`config.mk`:
```
export PLATFORM = sky130hd
export DESIGN_NAME = mem_access_stage_flat
export DESIGN_NICKNAME = d
export VERILOG_FILES = /design/src/rtl/memacc_pkg.sv /design/src/rtl/mem_access_stage_if.sv /design/src/rtl/load_align.sv /design/src/rtl/mem_access_stage.sv /design/src/flat_wrapper.sv
export SDC_FILE = /design/constraint.sdc
export NUM_CORES = 1
export LEC_CHECK = 0
export ABC_CLOCK_PERIOD_IN_PS = 5200
export CORE_MARGIN = 2
export CORE_UTILIZATION = 45
export DETAILED_ROUTE_END_ITERATION = 7
export PLACE_DENSITY = 0.86
export SETUP_SLACK_MARGIN = 0.5
export SLEW_MARGIN = 20
export SYNTH_ARGS = -nofsm -noshare
export SYNTH_HDL_FRONTEND = slang
export SYNTH_SLANG_ARGS = --single-unit
```
`constraint.sdc`:
```
create_clock -name clk -period 5.2 [get_ports clk]
set_input_delay 1.3 -clock clk [delete_from_list [all_inputs] [get_ports clk]]
set_output_delay 1.3 -clock clk [all_outputs]
set_load 0.01 [all_outputs]
```
`src/rtl/memacc_pkg.sv`:
```
// Shared types for the MEM-stage access controller: load opcodes, FSM states,
// the zero word and the alignment rule used when MEMACC_ALIGN_CHECK_EN is defined.
package memacc_pkg;

   typedef enum logic [2:0] {
      NOP = 3'd0,
      LB  = 3'd1,
      LBU = 3'd2,
      LH  = 3'd3,
      LHU = 3'd4,
      LW  = 3'd5
   } loadop_e;

   typedef enum logic [1:0] {
      IDLE = 2'd0,
      BUSY = 2'd1,
      DONE = 2'd2
   } state_e;

   localparam logic [31:0] ZERO_WORD = 32'h0000_0000;

   // Half-word accesses need an even address, word accesses a 4-byte aligned one.
   function automatic logic is_misaligned(input logic [2:0] lop,
                                          input logic [3:0] sel,
                                          input logic [1:0] lo);
      logic half_acc;
      logic word_acc;
      half_acc = (lop == LH) || (lop == LHU) || (sel == 4'b0011) || (sel == 4'b1100);
      word_acc = (lop == LW) || (sel == 4'b1111);
      return (half_acc && lo[0]) || (word_acc && (lo != 2'b00));
   endfunction

endpackage

```
`src/rtl/mem_access_stage_if.sv`:
```
// Data-bus bundle between the MEM stage (master) and the memory system (slave).
interface mem_access_stage_if #(
   parameter int ADDR_W = 32,
   parameter int WORD_W = 32
);
   logic              busReq;
   logic              busWe;
   logic [ADDR_W-1:0] busAddr;
   logic [3:0]        busSel;
   logic [WORD_W-1:0] busWdata;
   logic [WORD_W-1:0] busRdata;
   logic              busAck;

   modport master (
      output busReq, busWe, busAddr, busSel, busWdata,
      input  busRdata, busAck
   );

   modport slave (
      input  busReq, busWe, busAddr, busSel, busWdata,
      output busRdata, busAck
   );
endinterface

```
`src/rtl/load_align.sv`:
```
// Selects the addressed byte/half-word lane of a read word and sign- or
// zero-extends it according to the load opcode.
module load_align
   import memacc_pkg::*;
#(
   parameter int WORD_W = 32
) (
   input  logic [WORD_W-1:0] rdata,
   input  loadop_e           op,
   input  logic [1:0]        addr_lo,
   output logic [WORD_W-1:0] data
);

   logic [7:0]  byte_lane;
   logic [15:0] half_lane;

   always_comb begin
      byte_lane = rdata[{addr_lo, 3'b000} +: 8];
      half_lane = addr_lo[1] ? rdata[31:16] : rdata[15:0];
      data      = '0;
      case (op)
         LB:      data = {{(WORD_W-8){byte_lane[7]}}, byte_lane};
         LBU:     data = {{(WORD_W-8){1'b0}}, byte_lane};
         LH:      data = {{(WORD_W-16){half_lane[15]}}, half_lane};
         LHU:     data = {{(WORD_W-16){1'b0}}, half_lane};
         LW:      data = rdata;
         default: data = '0;
      endcase
   end

endmodule

```
`src/rtl/mem_access_stage.sv`:
```
// MEM-stage controller: one req/ack bus transaction per memory op, pipeline stall
// while outstanding, MEM/WB register. Optional alignment trap: MEMACC_ALIGN_CHECK_EN.
module mem_access_stage
   import memacc_pkg::*;
#(
   parameter int ADDR_W = 32,
   parameter int WORD_W = 32
) (
   input  logic              clk,
   input  logic              rst_n,
   input  logic              memEnable,
   input  logic [ADDR_W-1:0] ramAddr,
   input  logic [3:0]        ramSel,
   input  logic [2:0]        loadop,
   input  logic [WORD_W-1:0] storeData,
   input  logic [WORD_W-1:0] aluResult,
   input  logic              wbEnIn,
   input  logic [4:0]        wbAddrIn,
   mem_access_stage_if.master bus,
   output logic              stallReq,
   output logic              wbEn,
   output logic [4:0]        wbAddr,
   output logic [WORD_W-1:0] wbData,
   output logic              addrExc
);

   state_e            state_q, state_d;
   logic              bus_req_q, bus_req_d;
   logic              bus_we_q, bus_we_d;
   logic [ADDR_W-1:0] bus_addr_q, bus_addr_d;
   logic [3:0]        bus_sel_q, bus_sel_d;
   logic [WORD_W-1:0] bus_wdata_q, bus_wdata_d;
   loadop_e           ld_op_q, ld_op_d;
   logic [1:0]        addr_lo_q, addr_lo_d;
   logic              is_store_q, is_store_d;
   logic              wb_en_pend_q, wb_en_pend_d;
   logic [4:0]        wb_addr_pend_q, wb_addr_pend_d;
   logic              wb_en_q, wb_en_d;
   logic [4:0]        wb_addr_q, wb_addr_d;
   logic [WORD_W-1:0] wb_data_q, wb_data_d;
   logic              addr_exc_d;

   logic              mem_op;
   logic              is_store;
   logic              misaligned;
   logic [WORD_W-1:0] load_data;

   assign is_store = (ramSel != 4'b0000);
   assign mem_op   = memEnable && ((loadop != 3'(NOP)) || is_store);

`ifdef MEMACC_ALIGN_CHECK_EN
   logic addr_exc_q;
   assign misaligned = is_misaligned(loadop, ramSel, ramAddr[1:0]);
   assign addrExc    = addr_exc_q;

   always_ff @(posedge clk or negedge rst_n) begin
      if (!rst_n) addr_exc_q <= 1'b0;
      else        addr_exc_q <= addr_exc_d;
   end
`else
   assign misaligned = 1'b0;
   assign addrExc    = 1'b0;
`endif

   load_align #(.WORD_W(WORD_W)) u_load_align (
      .rdata   (bus.busRdata),
      .op      (ld_op_q),
      .addr_lo (addr_lo_q),
      .data    (load_data)
   );

   // A trapped misaligned access never reaches BUSY, so it must not stall either.
   assign stallReq = ((state_q == IDLE) && mem_op && !misaligned) || (state_q == BUSY);

   always_comb begin
      state_d        = state_q;
      bus_req_d      = bus_req_q;
      bus_we_d       = bus_we_q;
      bus_addr_d     = bus_addr_q;
      bus_sel_d      = bus_sel_q;
      bus_wdata_d    = bus_wdata_q;
      ld_op_d        = ld_op_q;
      addr_lo_d      = addr_lo_q;
      is_store_d     = is_store_q;
      wb_en_pend_d   = wb_en_pend_q;
      wb_addr_pend_d = wb_addr_pend_q;
      wb_en_d        = 1'b0;
      wb_addr_d      = wb_addr_q;
      wb_data_d      = wb_data_q;
      addr_exc_d     = 1'b0;

      case (state_q)
         IDLE: begin
            if (mem_op && misaligned) begin
               addr_exc_d = 1'b1;
            end else if (mem_op) begin
               bus_req_d      = 1'b1;
               bus_we_d       = is_store;
               bus_addr_d     = {ramAddr[ADDR_W-1:2], 2'b00};
               bus_sel_d      = is_store ? ramSel : 4'b1111;
               bus_wdata_d    = is_store ? storeData : WORD_W'(ZERO_WORD);
               ld_op_d        = loadop_e'(loadop);
               addr_lo_d      = ramAddr[1:0];
               is_store_d     = is_store;
               wb_en_pend_d   = wbEnIn && !is_store;
               wb_addr_pend_d = wbAddrIn;
               state_d        = BUSY;
            end else if (memEnable) begin
               wb_en_d   = wbEnIn;
               wb_addr_d = wbAddrIn;
               wb_data_d = aluResult;
            end
         end
         BUSY: begin
            if (bus.busAck) begin
               bus_req_d   = 1'b0;
               bus_we_d    = 1'b0;
               bus_addr_d  = '0;
               bus_sel_d   = 4'b0000;
               bus_wdata_d = WORD_W'(ZERO_WORD);
               wb_en_d     = wb_en_pend_q;
               wb_addr_d   = wb_addr_pend_q;
               wb_data_d   = is_store_q ? WORD_W'(ZERO_WORD) : load_data;
               state_d     = DONE;
            end
         end
         // The EX/MEM slot still holds the serviced instruction here; skip it.
         DONE:    state_d = IDLE;
         default: state_d = IDLE;
      endcase
   end

   always_ff @(posedge clk or negedge rst_n) begin
      if (!rst_n) begin
         state_q        <= IDLE;
         bus_req_q      <= 1'b0;
         bus_we_q       <= 1'b0;
         bus_addr_q     <= '0;
         bus_sel_q      <= 4'b0000;
         bus_wdata_q    <= '0;
         ld_op_q        <= NOP;
         addr_lo_q      <= 2'b00;
         is_store_q     <= 1'b0;
         wb_en_pend_q   <= 1'b0;
         wb_addr_pend_q <= 5'd0;
         wb_en_q        <= 1'b0;
         wb_addr_q      <= 5'd0;
         wb_data_q      <= '0;
      end else begin
         state_q        <= state_d;
         bus_req_q      <= bus_req_d;
         bus_we_q       <= bus_we_d;
         bus_addr_q     <= bus_addr_d;
         bus_sel_q      <= bus_sel_d;
         bus_wdata_q    <= bus_wdata_d;
         ld_op_q        <= ld_op_d;
         addr_lo_q      <= addr_lo_d;
         is_store_q     <= is_store_d;
         wb_en_pend_q   <= wb_en_pend_d;
         wb_addr_pend_q <= wb_addr_pend_d;
         wb_en_q        <= wb_en_d;
         wb_addr_q      <= wb_addr_d;
         wb_data_q      <= wb_data_d;
      end
   end

   assign bus.busReq   = bus_req_q;
   assign bus.busWe    = bus_we_q;
   assign bus.busAddr  = bus_addr_q;
   assign bus.busSel   = bus_sel_q;
   assign bus.busWdata = bus_wdata_q;
   assign wbEn         = wb_en_q;
   assign wbAddr       = wb_addr_q;
   assign wbData       = wb_data_q;

endmodule

```
`src/flat_wrapper.sv`:
```
// flat-port wrapper written by rule: the top's interface ports become plain ports
module mem_access_stage_flat import memacc_pkg::*;
#(
   parameter int ADDR_W = 32,
   parameter int WORD_W = 32
)
  (clk, rst_n, memEnable, ramAddr, ramSel, loadop, storeData, aluResult, wbEnIn, wbAddrIn, stallReq, wbEn, wbAddr, wbData, addrExc, bus_busReq, bus_busWe, bus_busAddr, bus_busSel, bus_busWdata, bus_busRdata, bus_busAck);
  mem_access_stage_if #(.ADDR_W(ADDR_W), .WORD_W(WORD_W)) bus_i ();
  input  logic clk;
  input  logic rst_n;
  input  logic memEnable;
  input  logic [ADDR_W-1:0] ramAddr;
  input  logic [3:0] ramSel;
  input  logic [2:0] loadop;
  input  logic [WORD_W-1:0] storeData;
  input  logic [WORD_W-1:0] aluResult;
  input  logic wbEnIn;
  input  logic [4:0] wbAddrIn;
  output logic stallReq;
  output logic wbEn;
  output logic [4:0] wbAddr;
  output logic [WORD_W-1:0] wbData;
  output logic addrExc;
  output wire logic [$bits(bus_i.busReq)-1:0] bus_busReq;
  output wire logic [$bits(bus_i.busWe)-1:0] bus_busWe;
  output wire logic [$bits(bus_i.busAddr)-1:0] bus_busAddr;
  output wire logic [$bits(bus_i.busSel)-1:0] bus_busSel;
  output wire logic [$bits(bus_i.busWdata)-1:0] bus_busWdata;
  input wire logic [$bits(bus_i.busRdata)-1:0] bus_busRdata;
  input wire logic [$bits(bus_i.busAck)-1:0] bus_busAck;
  assign bus_busReq = bus_i.busReq;
  assign bus_busWe = bus_i.busWe;
  assign bus_busAddr = bus_i.busAddr;
  assign bus_busSel = bus_i.busSel;
  assign bus_busWdata = bus_i.busWdata;
  assign bus_i.busRdata = bus_busRdata;
  assign bus_i.busAck = bus_busAck;
  mem_access_stage #(.ADDR_W(ADDR_W), .WORD_W(WORD_W)) u_core (.clk(clk), .rst_n(rst_n), .memEnable(memEnable), .ramAddr(ramAddr), .ramSel(ramSel), .loadop(loadop), .storeData(storeData), .aluResult(aluResult), .wbEnIn(wbEnIn), .wbAddrIn(wbAddrIn), .bus(bus_i), .stallReq(stallReq), .wbEn(wbEn), .wbAddr(wbAddr), .wbData(wbData), .addrExc(addrExc));
endmodule
```
==> results by group <==
Outcome
  – Outcome: finished, final reports clean

STA
  – Fin. Hold Viols: 0
  – Relative slew slack: around a quarter
  – Worst Skew: 7.66 ps
  – Setup TNS Final: 0 ps
  – Final period util: between 80% and 90%
  – RSZ-0062 raised after global routing: false
  – # setup viols final: 0
  – Fin. max-slew vios: 0
  – Tightest Pin Transition: roughly 1100 ps
  – Fin crit period: 4490 ps
  – Max Clk Rate: between 0.2 and 0.25 GHz

Final layout
  – NumNets Final: 899
  – Final std cells w/o fill: 935
  – Fillcell total: 838
  – Share of cells above drive strength 1: 8.74%
  – Design area: 8790 um2
  – Multi-input gate area: 2340 um2
  – Sequential cell area: 3000 um2
  – Post-layout util: 72.8%
  – Synth-to-layout area growth: 57.4%
  – N_diodes: 0

Global routing
  – Initial antenna violation count: 0
  – Total congestion overflow: 0
  – Largest net degree at the start of global routing: 68
  – Total GRT Usage: 28.3%
  – First-pass GRT wire length: 28.5 mm
  – Vias in the first global route: 5430

Floorplanning
  – Die span in y: 115 um
  – Die width: 115 um
  – Die ar.: 13300 um2
  – Initial Util: 46.3%
  – I/O Pins: around 260
  – FP Rows: 40
  – Core Area: 12100 um2

Synthesis
  – Top_reg_cell synth: dfrtp_1
  – Post-synth cell types: 55
  – Post-synth EDFFs: 0
  – Synth cell count leaders: dfrtp_1 (120), a22o_1 (62), nand2_1 (48)
  – Asr flop ratio synth: 100%
  – Mapped Cells: 513
  – Count leader, synth: dfrtp_1
  – Sequential area share after synthesis: 53.8%
  – Compound-Gate Fraction of Synth Area: 23.3%
  – Syn. warnings: 0
  – Cell area after synthesis: 5580 um2
  – Simple-Gate Fraction of Synth Area: about 13%
  – Synth Register Bits: 120
  – Synth top area cells: dfrtp_1 (54%), a22o_1 (9.7%), nand2_1 (3.2%), a221oi_1 (2.5%), nor2_1 (2.5%)
  – Post-synthesis area per instance: roughly 11 um2
  – Area leader, netlist: dfrtp_1
  – Adder-Cell Fraction of Synth Area: 0%
  – Post-synthesis xor/xnor area fraction: 0.157%
  – Mux cell area share after synthesis: under 10%
  – Synth top area share: 53.8%
  – Largest family of logic cells by synthesized area: compound AO/OA/AOI/OAI gates

Clocking
  – CTS buffer count: 17
  – Hold_buf cts: 0
  – H-tree depth: 4
  – Clock Path Buffers: 2
  – Clock sink total: 120
  – Root Buffer: clkbuf_16
  – Post-cts sizing count: 0
  – Worst skew pair latency: 410 ps
  – CTS tree: built
  – Setup Buffers After CTS: 0
  – Reg clk slew, reported paths: 50 ps

Min path
  – Hold path depth: 2
  – Hold EP: u_core.wb_addr_pend_q[3]
  – HP Class: register to register
  – Hold path start: u_core.wb_addr_pend_q[3]

Critical path
  – Worst setup EP type: primary output
  – Worst Path Required: just under 4000 ps
  – Critical-path maximum fanout: 4
  – Reg-to-reg endpoint: u_core.wbData[28]
  – R2R depth: 4
  – Setup CP Type: primary input to primary output
  – Reg2reg start: u_core.ld_op_q[0]
  – Critical path arrival: around 3200 ps
  – Worst reg-to-reg setup slack: about 2400 ps
  – Critical path startpoint category: primary input

Route
  – Routed len/inst: 20.2 um
  – Vias per std cell: about 5.6
  – Post-DRT Antenna Nets: 0
  – Final WL: 18.9 mm
  – Initial detailed-routing violation count: 473
  – DRC Markers: 0
  – Via count: 5190
  – 1st-pass router iterations: 5

Power and ir drop
  – Pleak: 3.69 nW
  – Pwr/cell area: 543 nW/um2
  – Worst vdd ir: 0.308 mV
  – Design Power: 4.77 mW

Place
  – Hpwl dp: 13.5 mm
  – RePlAce Congestion: between 0.8 and 0.9
  – I/O Buffers: around 250
  – Placement Cell Area: 8200 um2
  – Dpl cells: about 900

Flow run
  – Maxcap violations: 0
registers in the layout, summed over array words and instances (netlist names):
signal / cells
u_core.bus.busSel: 4
u_core.wbEn: 1
u_core.wb_en_pend_q: 1
u_core.wb_addr_pend_q: 5
u_core.wbAddr: 5
u_core.wbData: 32
u_core.bus.busWdata: 32
u_core.ld_op_q: 3
u_core.bus.busAddr: 30
u_core.state_q: 2
u_core.addr_lo_q: 2
u_core.bus.busReq: 1
u_core.is_store_q: 1
u_core.bus.busWe: 1
critical path, stage by stage:
cell and delay, ps:
clkdlybuf4s50_1 480, or4_4 620, o21ai_1 200, nand2_1 80, clkdlybuf4s50_1 510
where the power goes:
group	internal, mW	leakage, nW	total, mW	switching [mW]
logic	1.09	1.92	2.02	0.924
registers	1.31	1.48	1.59	0.280
clock network	0.722	0.280	1.16	0.441
total	3.12	3.69	4.77	1.64
cell families after synthesis:
family | Yosys count
other | 1
multiplexers | 24
XOR/XNOR | 1
AND/OR/NAND/NOR | 140
flip-flops | 120
buffers and inverters | 55
AO/OA/AOI/OAI | 172
worst max-delay path by stage:
stage | slack, ps | to | from
after floorplan | 1380 | stallReq | ramSel[2]
after global placement | 730 | stallReq | ramSel[2]
after detailed placement | 700 | stallReq | ramSel[2]
after CTS | 700 | stallReq | ramSel[2]
after global routing | 630 | stallReq | ramSel[2]
final | 710 | stallReq | ramSel[2]
placed cells by master, fill, tap and decap left out, types with 13 or more instances in the layout:
master           count
nor2_1              35
nand2_1             48
dfrtp_1            120
buf_4               13
a21oi_1             24
clkbuf_16           17
clkdlybuf4s50_1    250
o21ai_0             21
a22o_1              62
a221oi_1            16
metrics by stage:
stage                     setup WS [ps]  hold WS, ps
after CTS                           697          483
after global routing                626          510
after floorplan                    1380          445
after global placement              727          457
after detailed placement            696          469
final                               707          479
routing by layer:
layer  wire length [um]  GRT usage [%]  up-vias
met5                  0              0        -
met4                360           9.72        0
met3               1800           9.91       26
met2               9550           47.8      270
met1               7190           33.6     2516
li1                   -              -     2378
layout make-up:
type	instances	area share (%)
Multi-Input combinational cell	340	26.6
Sequential cell	120	34.2
Inverter	12	0.513
Clock buffer	19	5.04
Clock inverter	13	1.65
Timing Repair Buffer	263	29.6
Tap cell	168	2.39
Note: power is estimated with default switching activity, not from simulation.
